## config.mk

```make
export PLATFORM = sky130hd
export DESIGN_NAME = uart_parity_tx
export DESIGN_NICKNAME = d
export VERILOG_FILES = /design/src/rtl/uart_parity_tx.sv
export SDC_FILE = /design/constraint.sdc
export NUM_CORES = 1
export LEC_CHECK = 0
export ABC_AREA = 1
export BUFFER_PORTS_ARGS = -buffer_cell sky130_fd_sc_hd__buf_2
export CAP_MARGIN = 10
export CORE_ASPECT_RATIO = 1.1
export CORE_MARGIN = 8
export CORE_UTILIZATION = 40
export DETAILED_ROUTE_END_ITERATION = 16
export PLACE_DENSITY = 0.63
export SKIP_CTS_REPAIR_TIMING = 1
export SYNTH_ARGS = -nofsm -noshare
export SYNTH_HDL_FRONTEND = slang
export SYNTH_SLANG_ARGS = --single-unit
```

## constraint.sdc

```tcl
create_clock -name clk -period 3.05 [get_ports clk]
set_input_delay 0.61 -clock clk [delete_from_list [all_inputs] [get_ports clk]]
set_output_delay 0.61 -clock clk [all_outputs]
set_load 0.005 [all_outputs]
```

## src/rtl/uart_parity_tx.sv

```systemverilog
// UART transmitter: start bit, 8 data bits LSB first, even parity bit, then
// STOP_BITS stop bits. Accepts one byte per frame over a valid/ready handshake.
module uart_parity_tx #(
   parameter int unsigned CLKS_PER_BIT = 434,
   parameter int unsigned STOP_BITS    = 1
) (
   input  logic       clk,
   input  logic       rst_n,
   input  logic [7:0] data_in,
   input  logic       data_valid,
   output logic       data_ready,
   output logic       tx,
   output logic       busy,
   output logic       frame_done
);

   localparam int unsigned BAUD_W = (CLKS_PER_BIT > 1) ? $clog2(CLKS_PER_BIT) : 1;

   typedef enum logic [2:0] {
      S_IDLE,
      S_START,
      S_DATA,
      S_PARITY,
      S_STOP
   } state_e;

   state_e            state_q, state_d;
   logic [BAUD_W-1:0] baud_q, baud_d;
   logic [2:0]        bit_idx_q, bit_idx_d;
   logic [7:0]        shift_q, shift_d;
   logic              par_q, par_d;
   logic              tx_q, tx_d;
   logic              busy_q, busy_d;
   logic              frame_done_q, frame_done_d;
   logic              baud_last, baud_pre_last, stop_last, accept;

   // Ready depends only on state and reset, never on data_valid.
   assign data_ready = (state_q == S_IDLE) && rst_n;
   assign accept     = data_valid && data_ready;

   assign baud_last     = (baud_q == BAUD_W'(CLKS_PER_BIT - 1));
   assign baud_pre_last = (baud_q == BAUD_W'(CLKS_PER_BIT - 2));
   assign stop_last     = (bit_idx_q == 3'(STOP_BITS - 1));

   always_comb begin
      state_d      = state_q;
      baud_d       = baud_q;
      bit_idx_d    = bit_idx_q;
      shift_d      = shift_q;
      par_d        = par_q;
      frame_done_d = 1'b0;

      if (state_q != S_IDLE) begin
         baud_d = baud_last ? '0 : baud_q + BAUD_W'(1);
      end

      case (state_q)
         S_IDLE: begin
            if (accept) begin
               state_d   = S_START;
               baud_d    = '0;
               bit_idx_d = '0;
               shift_d   = data_in;
               par_d     = ^data_in;
            end
         end
         S_START: begin
            if (baud_last) begin
               state_d = S_DATA;
            end
         end
         S_DATA: begin
            if (baud_last) begin
               shift_d = shift_q >> 1;
               if (bit_idx_q == 3'd7) begin
                  state_d   = S_PARITY;
                  bit_idx_d = '0;
               end else begin
                  bit_idx_d = bit_idx_q + 3'd1;
               end
            end
         end
         S_PARITY: begin
            if (baud_last) begin
               state_d   = S_STOP;
               bit_idx_d = '0;
            end
         end
         S_STOP: begin
            // Registered pulse: raise it one cycle early so it lands on the last stop cycle.
            if (baud_pre_last && stop_last) begin
               frame_done_d = 1'b1;
            end
            if (baud_last) begin
               if (stop_last) begin
                  state_d = S_IDLE;
               end else begin
                  bit_idx_d = bit_idx_q + 3'd1;
               end
            end
         end
         default: begin
            state_d = S_IDLE;
         end
      endcase

      // Line level follows the state being entered so tx is a clean flop output.
      case (state_d)
         S_START:  tx_d = 1'b0;
         S_DATA:   tx_d = shift_d[0];
         S_PARITY: tx_d = par_d;
         default:  tx_d = 1'b1;
      endcase

      busy_d = (state_d != S_IDLE);
   end

   always_ff @(posedge clk) begin
      if (!rst_n) begin
         state_q      <= S_IDLE;
         baud_q       <= '0;
         bit_idx_q    <= '0;
         shift_q      <= '0;
         par_q        <= 1'b0;
         tx_q         <= 1'b1;
         busy_q       <= 1'b0;
         frame_done_q <= 1'b0;
      end else begin
         state_q      <= state_d;
         baud_q       <= baud_d;
         bit_idx_q    <= bit_idx_d;
         shift_q      <= shift_d;
         par_q        <= par_d;
         tx_q         <= tx_d;
         busy_q       <= busy_d;
         frame_done_q <= frame_done_d;
      end
   end

   assign tx         = tx_q;
   assign busy       = busy_q;
   assign frame_done = frame_done_q;

endmodule

```

==> impl_metrics.tcl, run 1 <==
set metrics [dict create \
    outcome "complete, no violations" \
    die_area_mm2 0.00653 \
    fin_worst_skew_ps 8.17 \
    start_util_pct 42.0 \
    io_pins 15 \
    placed_cells 297 \
    min_period_over_period_pct 63.4 \
    cp-start-kind "input pin" \
    vias 1417 \
    clockRootBuffer "clkbuf_8" \
    syn_avg_cell_area_um2 7.15 \
    place_hpwl_um 2470 \
    post-route-util_pct 46.1 \
    clkPwrFrac_pct 28.9 \
    finalHoldViolations 0 \
    fin_nets 267 \
    finalSetupViolations 0 \
    worstSetupPathType "input pin to output pin" \
    switching_share_pct 28.2 \
    wirelength_um 3150 \
    maxSlewViolCount 0 \
    ys_ff_latch 27 \
    p_per_area_mw_per_mm2 385 \
    endpoint_kind "output pin" \
    grt_pass1_wl_um 6050 \
    dieHeight_um 84.0 \
    yosysTopAreaCell "dfxtp_1" \
    setup-tns-final_ps 0 \
    grt_overflow 0 \
    ant_nets 0 \
    antenna_found_initial 0 \
    pwr-share-seq_pct 53.1 \
    avgRoutedWirePerCell_um 10.5 \
    fmax_mhz 517 \
    synth_cell_types 34 \
    rows 24 \
    hp-start "shift_q[7]" \
    coreArea_mm2 0.00399 \
    grt_max_degree 20 \
    p_int_uw 509 \
    cts.htree.levels 1 \
    first_iter_violations 93 \
    power.leakage_uw 0.000858 \
    synth_area_mm2 0.00168 \
    fin_cells 301 \
    required_ps 2440 \
    p_total_uw 709 \
    synth_area_leaders "dfxtp_1, nand2_1, inv_1" \
    path_max_fanout 19 \
    maxCapViolations 0 \
    syn_inst 235 \
    slew_headroom_pct 73.7 \
    timing.rr.start "baud_q[0]" \
    ys_warn_count 0 \
    dr.pass1.iters 4 \
    ir_drop_mv 0.212 \
    cts_tree "done" \
    grt_pass1_vias 1398 \
    worst-r2r-setup-slack_ps 1480 \
    synth_fp_nets 252 \
    area_growth_pct 9.61 \
    rsz0062_at_grt "no" \
    insertion_delay_ps 270 \
    pre_cts_ws_ps 1110 \
    combPwrFrac_pct 18.0 \
    cts_max_path_buffers 2 \
    crit_start "rst_n" \
    worst_slack_ps 1120 \
    drc 0 \
    clk_pin_slew_ps 90 \
    drive_gt1_share_pct 17.7 \
    max_slew.worst_pin.slew_ps 394 \
    hold_path_class "register to register" \
    tritoncts.num_buffers 3 \
    min_period_ps 1930 \
    die_w_um 77.8 \
    switching_power_uw 200 \
    gp_congestion 0.809 \
    ys_seq_area_share_pct 32.2 \
    reg2reg_depth 10 \
    viasPerCell 4.71 \
    grt_use_total_pct 10.8 \
    diodes 0 \
    clkSinkCount 27 \
    hold_depth 2 \
    io_buffers 14 \
    critPathArrivalTime_ps 1320 \
    synth_top_area_share_pct 32.2 \
]
-- synth_stat cells, drive strengths merged --
library cell	count
nand2	76
inv	30
nor2	28
dfxtp	27
nand3	14
a21oi	10
o21ai	9
a31oi	7
ha	6
xnor2	5
xor2	5
buf	3
o22ai	3
and3	2
nand4	2
nor3	2
a221oi	1
a22oi	1
and2	1
clkbuf	1
nor4	1
or2	1
-- cells by family after synthesis --
group,after synthesis,synth area share [%]
xor+xnor,10,5.22
buf+inv,34,7.97
compound gates,31,10.6
fa+ha+maj,6,4.47
flops,27,32.2
simple gates,127,39.6
-- worst paths after layout --
kind | to
setup / recovery | data_ready
hold / removal | shift_q[7]
setup reg to reg | busy
hold reg to reg | shift_q[7]
-- power by group through the flow --
| stage | sequential (uW) | clock [uW] | combinational, uW |
|---|---|---|---|
| 2_1_floorplan | 383 | 0 | 98.9 |
| 3_3_place_gp | 385 | 0 | 128 |
| 3_5_place_dp | 385 | 0 | 129 |
| 4_1_cts | 377 | 213 | 129 |
| 5_1_grt | 379 | 230 | 148 |
| 6_report | 376 | 205 | 127 |
-- per-stage QoR --
stage          hold slack, ps  area [um2]
2_1_floorplan             439        1680
3_3_place_gp              462        1800
3_5_place_dp              470        1800
4_1_cts                   481        1840
5_1_grt                   511        1840
6_report                  476        1840
-- placed cells by master (no fill, tap or decap) --
cell      synthesis  final
a21oi_1          10     10
a221oi_1          1      1
a22oi_1           1      1
a31oi_1           7      7
and2_1            1      1
and3_1            2      2
buf_2             3     14
clkbuf_1          1      1
clkbuf_8          0      3
dfxtp_1          27     27
ha_1              6      6
inv_1            21     21
inv_2             8      8
inv_4             1      1
nand2_1          69     69
nand2_2           2      2
nand2_4           3      3
nand2_8           2      2
nand3_1          12     12
nand3_4           2      2
nand4_1           2      2
nor2_1           21     21
nor2_2            2      2
nor2_4            3      3
nor2_8            2      2
nor3_1            1      1
nor3_2            1      1
nor4_1            1      1
o21ai_0           5      5
o21ai_1           3      3
o21ai_2           1      1
o22ai_1           3      3
or2_1             1      1
xnor2_1           5      5
xor2_1            5      5
-- state kept, by name, indices dropped and copies added, names as in the netlist --
register	cells
baud_q	9
shift_q	8
bit_idx_q	3
state_q	3
busy	1
frame_done	1
par_q	1
tx	1
-- area by class of cell --
type | count | area [um2]
clock buffer | 4 | 45.0
fill | 416 | 2150
timing repair buffer | 14 | 70.1
sequential | 27 | 541
tap | 52 | 65.1
multi-input combinational | 174 | 1000
inverter | 30 | 115
-- per-layer routing --
layer,part of all wire (%),GRT usage (%),vias up,wire length (um)
li1,-,-,778,-
met1,51,13.7,621,1600
met2,45,17.6,16,1420
met3,3.5,2.05,2,109
met4,1.1,4.12,0,34
met5,0,0,-,0
-- worst max-delay path, cell delays in order --
cell and delay [ps]:
buf_2 160, inv_2 320, nor2_8 80, buf_2 140
Note: power is estimated with default switching activity, not from simulation.
==> run 2: changes to the inputs <==
--- a/config.mk
+++ b/config.mk
@@ -12,7 +12,7 @@
 export CORE_MARGIN = 8
 export CORE_UTILIZATION = 40
 export DETAILED_ROUTE_END_ITERATION = 16
-export PLACE_DENSITY = 0.63
+export PLACE_DENSITY = 0.66
 export SKIP_CTS_REPAIR_TIMING = 1
 export SYNTH_ARGS = -nofsm -noshare
 export SYNTH_HDL_FRONTEND = slang
==> constraint.sdc (replaced) <==
create_clock -name clk -period 1.7 [get_ports clk]
set_input_delay 0.34 -clock clk [delete_from_list [all_inputs] [get_ports clk]]
set_output_delay 0.34 -clock clk [all_outputs]
set_load 0.005 [all_outputs]
==> run 2 against run 1 <==
Net effect:
- die area did not move
- via count rose by 3.3%
- sequential share of layout area down 0.19 points
- flip-flop and latch count unchanged
- core utilization grew 0.41 points
- hold slack lost 150 ps
- first-iteration DRC count is 67% higher
- setup slack worse by 940 ps
- critical path depth increased by 7
- cell area up 0.88%
- count of clock-buffer cells in the layout unchanged
- non-clock buffer count rose by 2
- largest power group unchanged
==> impl_metrics.tcl, run 2 (synthesis gave the netlist of run 1 again) <==
set metrics [dict create \
    outcome "complete, no violations" \
    ant_nets 0 \
    io_pins 15 \
    clk_pin_slew_ps 90 \
    grt_max_degree 19 \
    viasPerCell 4.83 \
    coreArea_mm2 0.00399 \
    clkSinkCount 27 \
    cts_tree "done" \
    slew_headroom_pct 79.7 \
    min_period_over_period_pct 89.4 \
    finalSetupViolations 0 \
    setup-tns-final_ps 0 \
    vias 1464 \
    tritoncts.num_buffers 3 \
    dieHeight_um 84.0 \
    insertion_delay_ps 270 \
    required_ps 1870 \
    worstSetupPathType "register to register" \
    dr.pass1.iters 4 \
    crit_start "baud_q[1]" \
    cts.htree.levels 1 \
    rows 24 \
    place_hpwl_um 2430 \
    reg2reg_depth 11 \
    maxSlewViolCount 0 \
    largest_register "baud_q" \
    rsz0062_at_grt "no" \
    finalHoldViolations 0 \
    placed_area_mm2 0.00181 \
    power.leakage_uw 0.000868 \
    start_util_pct 42.0 \
    endpoint_kind "register" \
    fmax_mhz 658 \
    avgRoutedWirePerCell_um 10.4 \
    antenna_found_initial 0 \
    fin_area_mm2 0.00186 \
    grt_overflow 0 \
    first_iter_violations 155 \
    timing.rr.start "baud_q[1]" \
    grt_use_total_pct 10.4 \
    drc 0 \
    largest_register_ffs 9 \
    hold_path_class "input pin to register" \
    cts_max_path_buffers 2 \
    worst-r2r-setup-slack_ps 180 \
    wirelength_um 3140 \
    fin_worst_skew_ps 2.12 \
    clockRootBuffer "clkbuf_8" \
    min_period_ps 1520 \
    max_slew.worst_pin.slew_ps 304 \
    diodes 0 \
    r2r_end "busy" \
    fin_nets 269 \
    drive_gt1_share_pct 18.7 \
    nFillCells 417 \
    p_total_uw 1280 \
    io_buffers 14 \
    ir_drop_mv 0.282 \
    hp-start "data_in[7]" \
    post-route-util_pct 46.5 \
    final_common_cell "nand2_1" \
    path_max_fanout 5 \
    grt_pass1_vias 1437 \
    die_w_um 77.8 \
    maxCapViolations 0 \
    critPathArrivalTime_ps 1690 \
    mostFrequentLayoutCells "nand2_1, dfxtp_1, inv_1, nor2_1, buf_2" \
    die_area_mm2 0.00653 \
    min_to "shift_q[7]" \
    holdWs_ps 326 \
    reg_top3 "baud_q: 9 flops, shift_q: 8 flops" \
    gp_congestion 0.828 \
    p_per_area_mw_per_mm2 689 \
    area_growth_pct 10.6 \
    cp-start-kind "register" \
    grt_pass1_wl_um 5850 \
    hold_depth 3 \
]
## run 2: metrics by stage
| step | std cells | setup WS (ps) |
|---|---|---|
| 3_5_place_dp | 299 | 147 |
| 2_1_floorplan | 235 | 261 |
| 4_1_cts | 303 | 133 |
| 5_1_grt | 303 | 28.4 |
| 3_3_place_gp | 299 | 174 |
| 6_report | 303 | 181 |
## run 2: per-layer routing
layer  vias up  wire, um  global-route usage (%)
met2        29      1340                    16.7
li1        781         -                       -
met1       647      1610                    12.7
met5         -         0                       0
met3         7        85                    1.08
met4         0       111                    7.04
## run 2: worst max path at each step
stage                       to  slack, ps  depth (start not counted)
after floorplan           busy        260                         10
after global placement    busy        170                         10
after detailed placement  busy        150                         10
after CTS                 busy        130                         10
after global routing        tx         30                          9
final                     busy        180                         11
## run 2: worst max-delay path, stage by stage, from the launching register on
cell,delay (ps)
dfxtp_1,340
inv_1,80
ha_1,130
nand2_1,80
nor2_4,190
nand2_4,90
nand2_1,80
nand2_2,60
nor2_4,140
nand2_1,70
nor2_1,110
nor2_1,40
## run 2: report_power, final
part | switching, uW | total, uW | internal (uW)
clock | 201 | 370 | 168
sequential | 16.5 | 675 | 659
combinational | 143 | 234 | 90.9
## run 2: cell type report
| cell class | instances | area (um2) | area share, % |
|---|---|---|---|
| multi-input cells | 174 | 1000 | 54.1 |
| flip-flops and latches | 27 | 542 | 29.2 |
| inverters | 30 | 115 | 6.20 |
| repair buffers | 16 | 85.1 | 4.58 |
| well taps | 52 | 65.1 | 3.50 |
| clock buffers | 4 | 45.0 | 2.43 |
